==> config.mk <==
export PLATFORM = sky130hd
export DESIGN_NAME = mole_scheduler
export DESIGN_NICKNAME = d
export VERILOG_FILES = /design/src/rtl/mole_scheduler.sv
export SDC_FILE = /design/constraint.sdc
export NUM_CORES = 1
export LEC_CHECK = 0
export BUFFER_PORTS_ARGS = -buffer_cell sky130_fd_sc_hd__buf_2
export CAP_MARGIN = 10
export CORE_ASPECT_RATIO = 0.6
export CORE_MARGIN = 10
export CORE_UTILIZATION = 40
export CTS_BUF_LIST = sky130_fd_sc_hd__clkbuf_2
export CTS_CLUSTER_SIZE = 28
export DETAILED_ROUTE_END_ITERATION = 10
export SLEW_MARGIN = 20
export SYNTH_ARGS = -nofsm -noshare
export SYNTH_HDL_FRONTEND = slang
export SYNTH_SLANG_ARGS = --single-unit
==> constraint.sdc <==
create_clock -name clk -period 7.4 [get_ports clk]
set_input_delay 1.85 -clock clk [delete_from_list [all_inputs] [get_ports clk]]
set_output_delay 1.85 -clock clk [all_outputs]
set_load 0.005 [all_outputs]
==> src/rtl/mole_scheduler.sv <==
// Whack-a-mole scheduler: paces moles through GAP/SHOW/RESULT on a ms tick, picks holes from an LFSR, keeps score.
// Optional macro MOLE_SPEEDUP_EN shortens the show time by STEP_MS per hit, floored at MIN_SHOW_MS.
module mole_scheduler #(
  parameter int NUM_HOLES   = 8,
  parameter int CLKS_PER_MS = 50000,
  parameter int SHOW_MS     = 1000,
  parameter int GAP_MS      = 250,
  parameter int MIN_SHOW_MS = 300,
  parameter int STEP_MS     = 50
) (
  input  logic                         clk,
  input  logic                         reset,
  input  logic                         play_flag,
  input  logic                         hit_valid,
  input  logic [$clog2(NUM_HOLES)-1:0] hit_hole,
  output logic [$clog2(NUM_HOLES)-1:0] mole_pos,
  output logic                         mole_active,
  output logic                         hit_pulse,
  output logic                         miss_pulse,
  output logic                         mole_complete,
  output logic [11:0]                  score
);

  localparam int               POS_W      = $clog2(NUM_HOLES);
  localparam int               CNT_W      = (CLKS_PER_MS > 1) ? $clog2(CLKS_PER_MS) : 1;
  localparam logic [CNT_W-1:0] CNT_LAST   = CNT_W'(CLKS_PER_MS - 1);
  localparam logic [15:0]      GAP_LAST   = 16'(GAP_MS - 1);
  localparam logic [11:0]      SCORE_MAX  = 12'd1000;
  localparam logic [11:0]      SCORE_STEP = 12'd10;
  localparam logic [15:0]      LFSR_SEED  = 16'hACE1;

  // Reject configurations the timing and position logic cannot honour.
  if (NUM_HOLES < 2 || NUM_HOLES > 16 || (NUM_HOLES & (NUM_HOLES - 1)) != 0 ||
      CLKS_PER_MS < 1 || GAP_MS < 1 || SHOW_MS < 1 || MIN_SHOW_MS < 1 ||
      MIN_SHOW_MS > SHOW_MS || STEP_MS < 0) begin : g_bad_cfg
    $error("mole_scheduler: illegal parameter combination");
  end

  typedef enum logic [1:0] {
    IDLE   = 2'd0,
    GAP    = 2'd1,
    SHOW   = 2'd2,
    RESULT = 2'd3
  } state_t;

  state_t           state_q;
  state_t           state_d;
  logic [CNT_W-1:0] clk_cnt_q;
  logic [15:0]      ms_cnt_q;
  logic [15:0]      lfsr_q;
  logic [15:0]      show_ms;
  logic             ms_tick;
  logic             hit_match;
  logic             show_done;
  logic             gap_done;
  logic             score_hit;
  logic [POS_W-1:0] cand;
  logic [POS_W-1:0] next_pos;

  assign ms_tick   = (state_q != IDLE) && (clk_cnt_q == CNT_LAST);
  assign hit_match = hit_valid && (hit_hole == mole_pos);
  assign show_done = ms_tick && (ms_cnt_q == (show_ms - 16'd1));
  assign gap_done  = ms_tick && (ms_cnt_q == GAP_LAST);
  assign score_hit = (state_q == SHOW) && (state_d == RESULT) && hit_match;

  // A candidate equal to the last hole is bumped by one; the power-of-2 width wraps it.
  assign cand     = lfsr_q[POS_W-1:0];
  assign next_pos = (cand == mole_pos) ? cand + POS_W'(1) : cand;

  always_comb begin
    state_d = state_q;
    case (state_q)
      IDLE:    if (play_flag) state_d = GAP;
      GAP:     if (gap_done) state_d = SHOW;
      SHOW:    if (hit_match || show_done) state_d = RESULT;
      RESULT:  state_d = GAP;
      default: state_d = IDLE;
    endcase
    if (!play_flag) state_d = IDLE;
  end

  always_ff @(posedge clk) begin
    if (reset) begin
      state_q       <= IDLE;
      clk_cnt_q     <= '0;
      ms_cnt_q      <= '0;
      lfsr_q        <= LFSR_SEED;
      mole_pos      <= '0;
      mole_active   <= 1'b0;
      hit_pulse     <= 1'b0;
      miss_pulse    <= 1'b0;
      mole_complete <= 1'b0;
      score         <= '0;
    end else begin
      state_q <= state_d;
      lfsr_q  <= {lfsr_q[14:0], lfsr_q[15] ^ lfsr_q[13] ^ lfsr_q[12] ^ lfsr_q[10]};
      // Timers restart on every state entry so each phase measures from its first cycle.
      if ((state_d != state_q) || (state_q == IDLE)) begin
        clk_cnt_q <= '0;
        ms_cnt_q  <= '0;
      end else begin
        clk_cnt_q <= ms_tick ? '0 : clk_cnt_q + CNT_W'(1);
        if (ms_tick) ms_cnt_q <= ms_cnt_q + 16'd1;
      end
      mole_active   <= (state_d == SHOW);
      mole_complete <= (state_d == RESULT);
      hit_pulse     <= (state_d == RESULT) && hit_match;
      miss_pulse    <= (state_d == RESULT) && !hit_match;
      if ((state_q == GAP) && (state_d == SHOW)) mole_pos <= next_pos;
      if (score_hit) begin
        score <= (score >= (SCORE_MAX - SCORE_STEP)) ? SCORE_MAX : score + SCORE_STEP;
      end
    end
  end

`ifdef MOLE_SPEEDUP_EN
  logic [15:0] show_ms_q;

  always_ff @(posedge clk) begin
    if (reset) begin
      show_ms_q <= 16'(SHOW_MS);
    end else if (score_hit) begin
      if ({1'b0, show_ms_q} >= 17'(MIN_SHOW_MS + STEP_MS)) show_ms_q <= show_ms_q - 16'(STEP_MS);
      else show_ms_q <= 16'(MIN_SHOW_MS);
    end
  end

  assign show_ms = show_ms_q;
`else
  assign show_ms = 16'(SHOW_MS);
`endif

endmodule

After elaboration in Yosys (flattened, before gate mapping)
Cells that the tools add are included.
{"block": "totals", "regBits": 69, "out_inout_bits": 19, "wordCells": 52}
{"block": "op_classes", "add_sub_neg": 4, "n_lt_le_gt_ge": 1, "n_eq_ne": 11, "mux": 6, "n_bitwise": 3, "n_reduce_logical": 17}
{"op": "$add A16 B1 Y16 const B", "n": 2}
{"op": "$eq A16 B10 Y1 const B", "n": 1}
{"op": "$eq A16 B16 Y1 const B", "n": 1}
{"op": "$eq A16 B8 Y1 const B", "n": 1}
{"op": "$add A12 B4 Y12 const B", "n": 1}
{"op": "$ge A12 B10 Y1 const B", "n": 1}
{"op": "$mux W12", "n": 1}
{"op": "$logic_and A1 B1 Y1", "n": 9}
{"op": "$eq A2 B2 Y1 const B", "n": 4}
{"op": "$eq A3 B3 Y1", "n": 2}
{"op": "$mux W2", "n": 3}
{"op": "$pmux W2 S3", "n": 1}
{"op": "$reduce_or A2 Y1", "n": 2}
{"op": "$add A3 B1 Y3 const B", "n": 1}
{"op": "$mux W3", "n": 1}
{"op": "$reduce_or A3 Y1", "n": 1}
{"op": "$xor A1 B1 Y1", "n": 3}
{"op": "$eq A2 B1 Y1 const B", "n": 1}
{"op": "$logic_not A2 Y1", "n": 1}
{"op": "$logic_or A1 B1 Y1", "n": 2}
{"op": "$ne A2 B2 Y1", "n": 1}
{"op": "$reduce_bool A2 Y1", "n": 1}
{"op": "$logic_not A1 Y1", "n": 1}

Depth between registers and ports, before layout
{"block": "depth", "word_depth": 10, "mapped_depth": 9, "mapped_depth_nobuf": 8}

Worst setup path after synthesis
Ideal clock, no wire load.
{"block": "synth_timing", "kind": "input -> register", "start": "input port play_flag", "end": "register clk_cnt_q[10]", "arrival_time_ns": 3.136, "required_time_ns": 7.283, "slack_ns": 4.146, "cell_stages": 6, "cell_sequence": "a21boi_0 -> o41ai_4 -> a21oi_2 -> mux2i_1 -> buf_2 -> nor2_1"}
{"block": "synth_via", "elab_chain_cells": 4}
{"element": "start, declared", "line": "13", "text": "input logic play_flag,"}
{"element": "$mux W2", "line": "79", "text": "if (!play_flag) state_d = IDLE;"}
{"element": "$ne A2 B2 Y1", "line": "98", "text": "if ((state_d != state_q) || (state_q == IDLE)) begin"}
{"element": "$logic_or A1 B1 Y1", "line": "98"}
{"element": "$reduce_or A3 Y1 (no source line)"}
{"element": "end signal, assigned", "line": "102", "text": "clk_cnt_q <= ms_tick ? '0 : clk_cnt_q + CNT_W'(1);"}
{"element": "end, declared", "line": "48", "text": "logic [CNT_W-1:0] clk_cnt_q;"}
Every way passes these cells.
A chain may end at the register's enable or synchronous reset.

Worst setup path after layout
{"block": "layout_timing", "start": "register clk_cnt_q[4]", "end": "register score[3]"}
{"block": "layout_via", "elab_chain_cells": 10, "elab_cells_between_ends": 12, "cone_classes": "eq/ne (2); mux (4); reduce/logical (6)"}
{"element": "$eq A16 B16 Y1 *", "line": "60", "text": "assign ms_tick = (state_q != IDLE) && (clk_cnt_q == CNT_LAST);"}
{"element": "$logic_and A1 B1 Y1 *", "line": "60"}
{"element": "$logic_and A1 B1 Y1", "line": "62", "text": "assign show_done = ms_tick && (ms_cnt_q == (show_ms - 16'd1));"}
{"element": "$logic_or A1 B1 Y1", "line": "75", "text": "SHOW: if (hit_match || show_done) state_d = RESULT;"}
{"element": "$mux W2", "line": "75"}
{"element": "$pmux W2 S3 *", "line": "72", "text": "case (state_q)"}
{"element": "$mux W2 *", "line": "79"}
{"element": "$eq A2 B2 Y1 *", "line": "64", "text": "assign score_hit = (state_q == SHOW) && (state_d == RESULT) && hit_match;"}
{"element": "$logic_and A1 B1 Y1 * (2 in series)", "line": "64"}
{"element": "end signal, assigned", "line": "111", "text": "score <= (score >= (SCORE_MAX - SCORE_STEP)) ? SCORE_MAX : score + SCORE_STEP;"}
{"element": "end, declared", "line": "21", "text": "output logic [11:0] score"}
Mark *: on every way between the ends. The rest lies on a longest branch, timed or not.

==> results list <==
- For this design, the CTS-stage hold fixing added 0 buffers.
* Flip-flop and latch count after synthesis: a little under 70
* Met1 wire length: between 3000 and 4000 µm
- Final hold vios: 0
- Period utilisation layout: 44.53%
- Library cell used as clock root buffer: sky130_fd_sc_hd__clkbuf_2
- After clock tree synthesis, the clock-pin slew on the worst setup and hold paths is 0.20 ns.
* Post-route design area: 0.003551 mm²
* Largest fanout on the critical path: 14
- Startpoint of the most critical register-to-register path: clk_cnt_q[4]
- Clock tree from TritonCTS: yes
- In this run, the number of DRC markers left after iteration 0 of detailed routing was 112.
- The repair_antennas step left the layout with diodes totalling 0.
- Layout cells sized above 1: 17.51%
* Power density cells: roughly 190 mW/mm²
* Global-route wire length before repair: 10420 µm
- Overall track demand over capacity in global routing: 10.79%
* Startpoint of the tightest hold check path: lfsr_q[14]
- Final-report max-slew violation count: 0
- IO buf count: 24
- Total of cells resized after clock tree synthesis: 0
- For this design the top-level I/O count stands at 26.
- In this run the deepest clock path goes through 2 buffers.
- CP endpoint kind: flip-flop
- Setup violations remaining at the end of the flow were counted as 0.
- Signed area change from the synthesized netlist to the final layout: 12.00%
- The cell count after synthesis came out at 348.
- Measured in cells, the most critical reg-to-reg path has a length of 6.
* Worst Setup Path Type: flip-flop to flip-flop
- The floorplan step set the die height to 88.96 µm.
* Clock skew: about 0.018 ns
* Setup repair after global routing missed its margin: no
* Cell area after technology mapping: approximately 0.0032 mm²
- At the end of routability-driven placement, the weighted congestion stood at 0.8268.
- Synth warn: 0
- Ranked by total cell area, the synthesized netlist is headed by sky130_fd_sc_hd__dfxtp_1 43%, sky130_fd_sc_hd__xnor2_1 7.5%, sky130_fd_sc_hd__nor2_1 5.7%, sky130_fd_sc_hd__ha_1 3.9%, sky130_fd_sc_hd__xor2_1 3.3%.
- Dividing the synthesized area by the synthesized cell count gives just over 9 µm².
* Worst Hold Endpoint: lfsr_q[15]
- Wires add up to 6208 µm.
- Min Clock Period, post-route: 3.295 ns
* Post-layout total power: 0.0006772 W
- IR drop worst, VDD: 0.00008691 V
- The first TritonRoute pass finished after 4 iterations.
- Summed over all nets, the half-perimeter wirelength after detailed placement is 4274 µm.
* Number of clock buffers inserted by TritonCTS: 9
- Along the worst hold path, the cell count comes to 1.
- For the pin with the worst max-slew slack, the measured transition is 0.8968 ns.
- Drt via density: around 5
* Leakage power: 1.257 nW
- The die covers 0.01200 mm².
* Starting density of the core: just over 40%
- Worst-Skew Late Latency: 0.53 ns
* Number of synthesized flops with an enable pin: 0
* Result of the run: finished clean
* FMAX: 303.5 MHz
- The number of antenna violations at the first check in global routing was 0.
- Clock Sink Count: 68
* Top layer in use: met4
- From left edge to right edge, the die measures 134.9 µm.
- Total overflow reported by the global router: 0
- Startpoint type of the worst setup path: flip-flop
* Number of nets in the finished design: 389
- After floorplanning, the core was divided into 25 placement rows.
- Min-delay worst type: flip-flop to flip-flop
- Total negative slack for setup checks: 0 ns
* FFs w/ async S/R, synth: 0%
* Vias after detailed routing: 2377
- Wire segments on met3 add up to 313 µm in the final route.
- H-tree level count: 3
- Yosys instantiated no cell more often than sky130_fd_sc_hd__dfxtp_1.
- The endpoint identified for the worst register-to-register timing path is score[3].
- Cell Area, Placed: about 0.0034 mm²
* Core Area: 0.007789 mm²
* Most used flip-flop cell after synthesis: sky130_fd_sc_hd__dfxtp_1
- Critical Path AT: roughly 3.8 ns
* Number of nets with antenna violations after routing: 0
* Netlist cell types: 47
- Counting every net in the synthesized netlist gives 365.
- Wire segments on met2 add up to 2523 µm in the final route.
* FILL cells: 763
* Cell taking the most area after synthesis: sky130_fd_sc_hd__dfxtp_1
* Number of setup buffers added after CTS: 0
- In this run the biggest area consumer among cell types represents between 40 and 50% of the synthesized area.
* Number of global-route vias before repair: 2204
* Pin count of the biggest net entering global routing: 37
- After synthesis, the most frequently instantiated cells are 68 x sky130_fd_sc_hd__dfxtp_1, 48 x sky130_fd_sc_hd__nor2_1, 27 x sky130_fd_sc_hd__xnor2_1.
- Crit path required time: just under 8 ns
- Headroom to the max-slew limit: 40.21%
* Flop2flop setup slack: between 4 and 5 ns
* DR WL/cell: 12.80 µm
- Max-cap violations in this run came to 0.
* Register area share after synthesis: 42.94%
- Residual DRC: 0
==> worst max path at each step <==
stage	cells after the start	slack, ns	endpoint	start
global route	6	3.95	score[3]	clk_cnt_q[4]
detailed placement	6	3.33	ms_cnt_q[11]	play_flag
finish	6	4.10	score[3]	clk_cnt_q[4]
CTS	6	3.87	ms_cnt_q[11]	clk_cnt_q[4]
floorplan	6	4.15	clk_cnt_q[10]	play_flag
global placement	6	3.43	clk_cnt_q[13]	play_flag
==> state kept, by name, indices dropped and copies added, names as in the netlist, 2 cells and up <==
register	cells
score	11
lfsr_q	16
ms_cnt_q	16
mole_pos	3
clk_cnt_q	16
state_q	2
==> power by group <==
| part | leakage (nW) | switching [W] | total [W] | internal [W] |
|---|---|---|---|---|
| clock network | 0.0783 | 0.000141 | 0.000254 | 0.000113 |
| registers | 0.553 | 0.00000524 | 0.000380 | 0.000374 |
| logic | 0.626 | 0.0000248 | 0.0000434 | 0.0000186 |
| total | 1.26 | 0.000171 | 0.000677 | 0.000506 |
==> logic make-up after synthesis <==
group	synth area share (%)
AO/OA/AOI/OAI	8.840
XOR/XNOR	10.77
adder cells (fa/ha/maj)	3.946
buffers and inverters	4.065
flip-flops	42.94
multiplexers	1.579
other	0.1183
AND/OR/NAND/NOR	27.74
==> cell usage in the layout, fill, tap and decap left out, types with 3 or more instances in the layout <==
cell and count:
sky130_fd_sc_hd__a211oi_1 4, sky130_fd_sc_hd__a21o_1 3, sky130_fd_sc_hd__a21oi_1 11, sky130_fd_sc_hd__a311oi_1 3, sky130_fd_sc_hd__and3_1 4, sky130_fd_sc_hd__and4_1 5, sky130_fd_sc_hd__buf_2 24, sky130_fd_sc_hd__clkbuf_2 9
sky130_fd_sc_hd__clkinv_4 3, sky130_fd_sc_hd__dfxtp_1 68, sky130_fd_sc_hd__ha_1 10, sky130_fd_sc_hd__inv_1 14, sky130_fd_sc_hd__mux2i_1 4, sky130_fd_sc_hd__nand2_1 23, sky130_fd_sc_hd__nand3_1 16, sky130_fd_sc_hd__nand4_1 7
sky130_fd_sc_hd__nor2_1 48, sky130_fd_sc_hd__nor2b_1 10, sky130_fd_sc_hd__nor3_1 12, sky130_fd_sc_hd__nor3_2 9, sky130_fd_sc_hd__nor3b_1 4, sky130_fd_sc_hd__nor4_1 6, sky130_fd_sc_hd__o21ai_0 3, sky130_fd_sc_hd__or2_2 8
sky130_fd_sc_hd__xnor2_1 27, sky130_fd_sc_hd__xor2_1 12
==> per-layer routing <==
metal	global-route usage (%)	up-vias
met5	0	-
met4	3.210	0
met3	5.051	8
met2	15.48	32
met1	14.08	1093
li1	-	1244
==> area by class of cell <==
class / count / area (µm²) / share of cell area, %
Clock inverter: 7 / 101.3 / 2.854
Sequential cell: 68 / 1361 / 38.34
Clock buffer: 9 / 45.04 / 1.268
Tap cell: 108 / 135.1 / 3.806
Multi-Input combinational cell: 252 / 1693 / 47.67
Timing Repair Buffer: 27 / 162.7 / 4.581
Inverter: 14 / 52.55 / 1.480
==> critical path, stage by stage, from the launching register on <==
cell and delay, ns:
sky130_fd_sc_hd__dfxtp_1 0.39, sky130_fd_sc_hd__or4b_1 0.54, sky130_fd_sc_hd__or3_1 0.53, sky130_fd_sc_hd__o41a_1 0.45
sky130_fd_sc_hd__a2111oi_4 0.88, sky130_fd_sc_hd__a21oi_1 0.16, sky130_fd_sc_hd__a311oi_1 0.28
==> per-stage QoR <==
step,instances,utilization (%),worst slack (ns),hold slack (ns)
after CTS,484,45.24,3.866,0.4339
final,485,45.59,4.105,0.4257
after floorplan,348,-,4.146,0.3895
after detailed placement,468,43.36,3.327,0.3980
after global routing,485,45.59,3.946,0.4411
after global placement,468,43.36,3.430,0.3933
(Power assumes the default switching activity.)
